===== src/rtl/x_serializer.sv =====
// Parallel-to-serial front end for the 3-bit sequence detector: accepts a word over
// valid/ready and drives it MSB-first on x, one bit per CLK, with stall and gap-free chaining.
module x_serializer #(
    parameter int WIDTH = 8,
    parameter int CNT_W = 8
) (
    input  logic             CLK,
    input  logic             RESET,
    input  logic [WIDTH-1:0] data_in,
    input  logic             load_valid,
    output logic             load_ready,
    input  logic             shift_en,
    output logic             x,
    output logic             x_valid,
    output logic             busy,
    output logic             done,
    output logic [CNT_W-1:0] words_sent
);

    localparam int IDX_W = $clog2(WIDTH);
    localparam logic [IDX_W-1:0] IDX_LAST = IDX_W'(WIDTH - 1);

    typedef enum logic [0:0] {
        ST_IDLE  = 1'b0,
        ST_SHIFT = 1'b1
    } state_e;

    state_e             state_q, state_d;
    logic [WIDTH-1:0]   shreg_q, shreg_d;
    logic [IDX_W-1:0]   idx_q, idx_d;
    logic [CNT_W-1:0]   words_q, words_d;
    logic               x_q, x_d;
    logic               x_valid_q, x_valid_d;
    logic               busy_q, busy_d;

    logic               last_bit_s;
    logic               ready_s;
    logic               accept_s;

    // Last bit is consumed only when the final index is reached and the shift is enabled.
    always_comb begin
        last_bit_s = (state_q == ST_SHIFT) && (idx_q == {IDX_W{1'b0}}) && shift_en;
        ready_s    = (state_q == ST_IDLE) || last_bit_s;
        accept_s   = load_valid && ready_s;
    end

    // State and datapath registers; RESET wins over every other input.
    always_ff @(posedge CLK) begin
        if (RESET) begin
            state_q   <= ST_IDLE;
            shreg_q   <= {WIDTH{1'b0}};
            idx_q     <= {IDX_W{1'b0}};
            words_q   <= {CNT_W{1'b0}};
            x_q       <= 1'b0;
            x_valid_q <= 1'b0;
            busy_q    <= 1'b0;
        end else begin
            state_q   <= state_d;
            shreg_q   <= shreg_d;
            idx_q     <= idx_d;
            words_q   <= words_d;
            x_q       <= x_d;
            x_valid_q <= x_valid_d;
            busy_q    <= busy_d;
        end
    end

    // Next-state logic.
    always_comb begin
        state_d = state_q;
        case (state_q)
            ST_IDLE: begin
                if (accept_s) begin
                    state_d = ST_SHIFT;
                end else begin
                    state_d = ST_IDLE;
                end
            end
            ST_SHIFT: begin
                if (last_bit_s && !accept_s) begin
                    state_d = ST_IDLE;
                end else begin
                    state_d = ST_SHIFT;
                end
            end
            default: begin
                state_d = ST_IDLE;
            end
        endcase
    end

    // Shift register, bit index and word counter next values.
    always_comb begin
        shreg_d = shreg_q;
        idx_d   = idx_q;
        words_d = words_q;
        if (accept_s) begin
            shreg_d = data_in;
            idx_d   = IDX_LAST;
        end else if ((state_q == ST_SHIFT) && shift_en && (idx_q != {IDX_W{1'b0}})) begin
            shreg_d = {shreg_q[WIDTH-2:0], 1'b0};
            idx_d   = idx_q - {{(IDX_W-1){1'b0}}, 1'b1};
        end else begin
            shreg_d = shreg_q;
            idx_d   = idx_q;
        end
        if (last_bit_s) begin
            words_d = words_q + {{(CNT_W-1){1'b0}}, 1'b1};
        end else begin
            words_d = words_q;
        end
    end

    // Outputs: x/x_valid/busy are registered from the next state so x never glitches downstream.
    always_comb begin
        if (state_d == ST_SHIFT) begin
            x_d       = shreg_d[WIDTH-1];
            x_valid_d = 1'b1;
            busy_d    = 1'b1;
        end else begin
            x_d       = 1'b0;
            x_valid_d = 1'b0;
            busy_d    = 1'b0;
        end
        load_ready = ready_s;
        done       = last_bit_s;
        x          = x_q;
        x_valid    = x_valid_q;
        busy       = busy_q;
        words_sent = words_q;
    end

endmodule


===== config.mk =====
export PLATFORM = sky130hd
export DESIGN_NAME = x_serializer
export DESIGN_NICKNAME = d
export VERILOG_FILES = /design/src/rtl/x_serializer.sv
export SDC_FILE = /design/constraint.sdc
export NUM_CORES = 1
export LEC_CHECK = 0
export ABC_AREA = 1
export BUFFER_PORTS_ARGS = -buffer_cell sky130_fd_sc_hd__buf_2
export CAP_MARGIN = 25
export CORE_AREA = 4 4 57 71
export CTS_BUF_LIST = sky130_fd_sc_hd__clkbuf_8
export DETAILED_ROUTE_END_ITERATION = 12
export DIE_AREA = 0 0 61 75
export GPL_ROUTABILITY_DRIVEN = 0
export PLACE_DENSITY_LB_ADDON = 0.3
export SLEW_MARGIN = 20
export SYNTH_ARGS = -nofsm -noshare
export SYNTH_HDL_FRONTEND = slang
export SYNTH_SLANG_ARGS = --single-unit

===== constraint.sdc =====
create_clock -name CLK -period 2.1 [get_ports CLK]
set_input_delay 0.525 -clock CLK [delete_from_list [all_inputs] [get_ports CLK]]
set_output_delay 0.525 -clock CLK [all_outputs]
set_load 0.005 [all_outputs]

* Word-level counts from Yosys, hierarchy flattened
Index checks and enable logic that the tools add are counted.
** Word-level totals
- Register bits after elaboration :: 22
- Input bits :: 12
- Output and inout bits :: 13
** Operators by class
- $add $sub $neg :: 2
- Muxes and demuxes :: 8
- Bitwise operators :: 2
- Reductions and logical operators :: 12
** Operators with widths (count)
- $mux 8 :: 2
- $add 8x1->8 const B :: 1
- $logic_and 1x1->1 :: 6
- $mux 3 :: 2
- $logic_not 3->1 :: 1
- $mux 1 :: 3
- $reduce_bool 3->1 :: 1
- $sub 3x1->3 const B :: 1
- $not 1->1 :: 2
- $pmux 1 s2 :: 1
- $reduce_bool 2->1 :: 1
- $reduce_or 2->1 :: 1
- $logic_not 1->1 :: 1
- $logic_or 1x1->1 :: 1

* Depth between registers and ports, before layout
- Depth after elaboration :: 11
- Mapped depth :: 11
- Mapped depth without buffers :: 10

* Least setup slack after synthesis
Ideal clock, no wire load.
- Path type :: flip-flop to output port
- Start point :: register idx_q[0]
- End point :: output load_ready
- Data arrival time :: 0.901 ns
- Setup slack :: 0.674 ns
- Cell stages (with the launch flop) :: 7
- Path buffers :: 0
- Cell sequence :: dfxtp_1 -> inv_1 -> ha_1 -> inv_1 -> nor2_1 -> nand2_4 -> nand2_4
** On the way
- Cells in the longest elaborated chain, start to end :: 4
** RTL lines
- from (decl) :: RTL line 30 : logic [IDX_W-1:0] idx_q, idx_d;
- from (signal assigned) :: RTL line 52 : idx_q <= {IDX_W{1'b0}};
- from (signal assigned) :: RTL line 60 : idx_q <= idx_d;
- $logic_not 3->1 :: RTL line 42 : last_bit_s = (state_q == ST_SHIFT) && (idx_q == {IDX_W{1'b0}}) && shift_en;
- $logic_and 1x1->1 (2 in series) :: RTL line 42
- $logic_or 1x1->1 :: RTL line 43 : ready_s = (state_q == ST_IDLE) || last_bit_s;
- to (decl) :: RTL line 11 : output logic load_ready,
Every way passes these cells.

* Worst setup path in the final report
Same ends and word-level chain as after synthesis.

==> flow_summary.ini <==
[run_status]
run_status = finished clean

[critical_path]
worst-path-max-fanout = 9
cp_data_required_time_ps = 1570
reg2reg_depth = 10
timing.critical_path.arrival_ps = 1390
slowest_delay_ps = 320
timing.critical_path.to_type = output port
crit_path_cell_trace = inv_1, ha_1, inv_1, nor2_1, nand2_4, nand2_4, buf_2
critPathLaunchType = flip-flop
library_cell_contributing_the_largest_single_delay_on_the_critical_path = sky130_fd_sc_hd__dfxtp_1
worst-r2r-setup-slack_ps = 510
timing.critical_path.max_delay_family = simple AND/OR/NAND/NOR gates
critical_path.reg2reg.endpoint = idx_q[2]$_SDFFE_PP0P_
worstSetupPathType = flip-flop to output port
reg2reg_from = idx_q[0]$_SDFFE_PP0P_
critical_path_buf_inv_count = 3

[synth]
synth-compound-area-share_pct = 8.353
synth_edf_count = 0
synth-main-ff-cell = sky130_fd_sc_hd__dfxtp_1
mappedNetlistNets = 174
asyncSetResetFlopFracSynth_pct = 0
synthesis.area_per_instance_um2 = 6.783
synth_seq_cells = 21
synth-simple-area-share_pct = 34.69
syn-instance-count = 159
synthesis.area_mm2 = 0.001079
ys_types = 20
yosys.area_share.xor_xnor_pct = 0.8121
yosys.area_share.adder_pct = 3.480
ys_warn_count = 0
synth_top_family_by_area = simple AND/OR/NAND/NOR gates
synth.area.mux_share_pct = 0
seq_area_frac_synth_pct = 38.98

[clock_tree]
htreeDepth = 1
cts_hold_buffers = 0
ctsResizeCount = 0
cts_num_sinks = 21
cts_made_buffers = 3
tritoncts = done
ctsRootBufferMaster = sky130_fd_sc_hd__clkbuf_8
ctsLongestPathBuffers = 2
path_clk_slew_ps = 70
clock_insertion_delay_worst_skew_ps = 260
post_cts.repair.setup_buffers = 0

[floorplanning]
die_h_um = 75
top_level_ports = 25
core_region_area_mm2 = 0.003423
design.die.area_mm2 = 0.004575
die_w_um = 61
floorplan.initialDensity_pct = 31.51
row_count = 24

[layout]
multi_input_comb_area_um2 = 510.5
filler_cell_count = 390
final_core_util_pct = 36.62
area.growth.synth_to_final_pct = 16.24
antennaDiodeCount = 0
layout.cell_area.non_filler_mm2 = 0.001254
final_cell_count_no_fill = 221
register_area_um2 = 420.4
design.final.nets = 198
share_of_layout_cells_above_drive_strength_1_pct = 18.68

[power]
p_sw_uw = 218.3
p_per_area_mw_per_mm2 = 653.7
leakage_nw = 0.6814
intPower_uw = 601.2
power.share.sequential_pct = 53.2
combPwrFrac_pct = 15.5
vdd_drop_max_uv = 445.0
power.share.switching_pct = 26.64
power.share.clock_pct = 31.3

[timing]
grt_setup_unrepaired = false
final-setup-viol-count = 0
totalNegativeSetupSlack_ps = 0
min_period_over_period_pct = 91.09
fmax_ghz = 0.5228
worstMarginPinSlew_ps = 330.1
hold_viol_final = 0
clock-skew-final_ps = 0.7792
slew_headroom_pct = 77.97
timing_max_transition_violations_final = 0
final_period_minus_worst_setup_slack_ps = 1913

[routing]
routed_wire_length_per_instance_um = 9.624
viasPerCell = 4.466
drt-pass1-iter-count = 4
dr.first_iter.drc_count = 54
drtAntennaViolNets = 0
drt-total-wl_um = 2127
route.detailed.drc = 0
vias = 987

[global_route]
grt_first_pass_wirelength_um = 3732
gr-total-overflow = 0
grt_max_degree = 19
grt_pass1_vias = 913
antenna_found_initial = 0
gr-usage-all-layers_pct = 10.63

[place]
port_buffers = 24
placed_instances = 217
hpwl_after_dpl_um = 1581
placed_area_mm2 = 0.001209

[worst_hold_path]
hold_depth = 2
holdPathEnd = shreg_q[0]$_SDFFE_PP0P_
hold_path_startpoint = shreg_q[0]$_SDFFE_PP0P_
min-delay-path-class = flip-flop to flip-flop

[flow_run]
cap_viol_max_count = 0
## layout make-up
type	instances	area share, %
clock buffer	3	3.293
clock inverter	1	0.2994
inverter	29	8.683
multi-input combinational	104	40.72
sequential	21	33.53
tap	39	3.892
timing repair buffer	24	9.581
## tightest hold or removal path: stages (launching register included)
cell and delay, ps:
sky130_fd_sc_hd__dfxtp_1 310, sky130_fd_sc_hd__nand3_1 70, sky130_fd_sc_hd__a21oi_1 60
## per-layer routing
metal	part of all wire, %	global-route usage [%]	vias up
li1	-	-	533
met1	48	13.90	423
met2	43	17.00	27
met3	7.4	3.602	4
met4	0.85	2.169	0
met5	0	0	-
## cell usage in the layout, fill, tap and decap left out
master                     count
sky130_fd_sc_hd__a21oi_1      12
sky130_fd_sc_hd__dfxtp_1      21
sky130_fd_sc_hd__nand4_1       1
sky130_fd_sc_hd__ha_1          3
sky130_fd_sc_hd__inv_2         1
sky130_fd_sc_hd__nand2_4       4
sky130_fd_sc_hd__inv_1        28
sky130_fd_sc_hd__nand3_1      18
sky130_fd_sc_hd__clkbuf_8      3
sky130_fd_sc_hd__o21ai_0       6
sky130_fd_sc_hd__nand3_2       1
sky130_fd_sc_hd__nand2_1      43
sky130_fd_sc_hd__buf_2        24
sky130_fd_sc_hd__nor2_1       12
sky130_fd_sc_hd__nor2_2        1
sky130_fd_sc_hd__xor2_1        1
sky130_fd_sc_hd__clkinv_1      1
sky130_fd_sc_hd__nor3_1        2
## power groups by stage
stage | Clock [mW] | Sequential, mW | Combinational (mW)
4_1_cts | 0.268 | 0.436 | 0.130
3_3_place_gp | 0 | 0.445 | 0.128
3_5_place_dp | 0 | 0.445 | 0.129
6_report | 0.257 | 0.436 | 0.127
2_1_floorplan | 0 | 0.443 | 0.100
5_1_grt | 0.290 | 0.439 | 0.150
## registers in the layout, indices dropped and copies added, names as in the netlist
name,count
state_q,1
shreg_q,8
idx_q,3
words_sent,8
x,1
## per-stage QoR
| step | total power [mW] | setup WS (ps) | hold WS (ps) |
|---|---|---|---|
| after floorplan | 0.5435 | 674.5 | 456.6 |
| after global placement | 0.5731 | 462.9 | 474.3 |
| after detailed placement | 0.5748 | 459.6 | 476.5 |
| after CTS | 0.8338 | 169.0 | 488.1 |
| after global routing | 0.8783 | 73.17 | 509.2 |
| final | 0.8195 | 187.2 | 484.3 |
## worst max-delay path by stage
stage                                from          to  cells after the start
floorplan           idx_q[0]$_SDFFE_PP0P_  load_ready                      6
global placement                 shift_en  load_ready                      6
detailed placement               shift_en  load_ready                      6
CTS                 idx_q[0]$_SDFFE_PP0P_  load_ready                      7
global route        idx_q[0]$_SDFFE_PP0P_        done                      5
finish              idx_q[0]$_SDFFE_PP0P_  load_ready                      7
## cell families after synthesis
family | Yosys count
xor gates and xnor gates | 1
AOI/OAI and AO/OA | 18
adders and majority gates | 3
buffers and inverters | 34
and+or+nand+nor | 82
DFF | 21
## Yosys cell counts (all sizes together), types with 2 or more instances
library cell	number	share of area, %
a21oi	12	5.6
buf	4	3.2
dfxtp	21	39
ha	3	3.5
inv	28	9.7
nand2	47	19
nand3	19	9.3
nor2	13	4.8
nor3	2	0.93
o21ai	6	2.8
(Power assumes the default switching activity.)
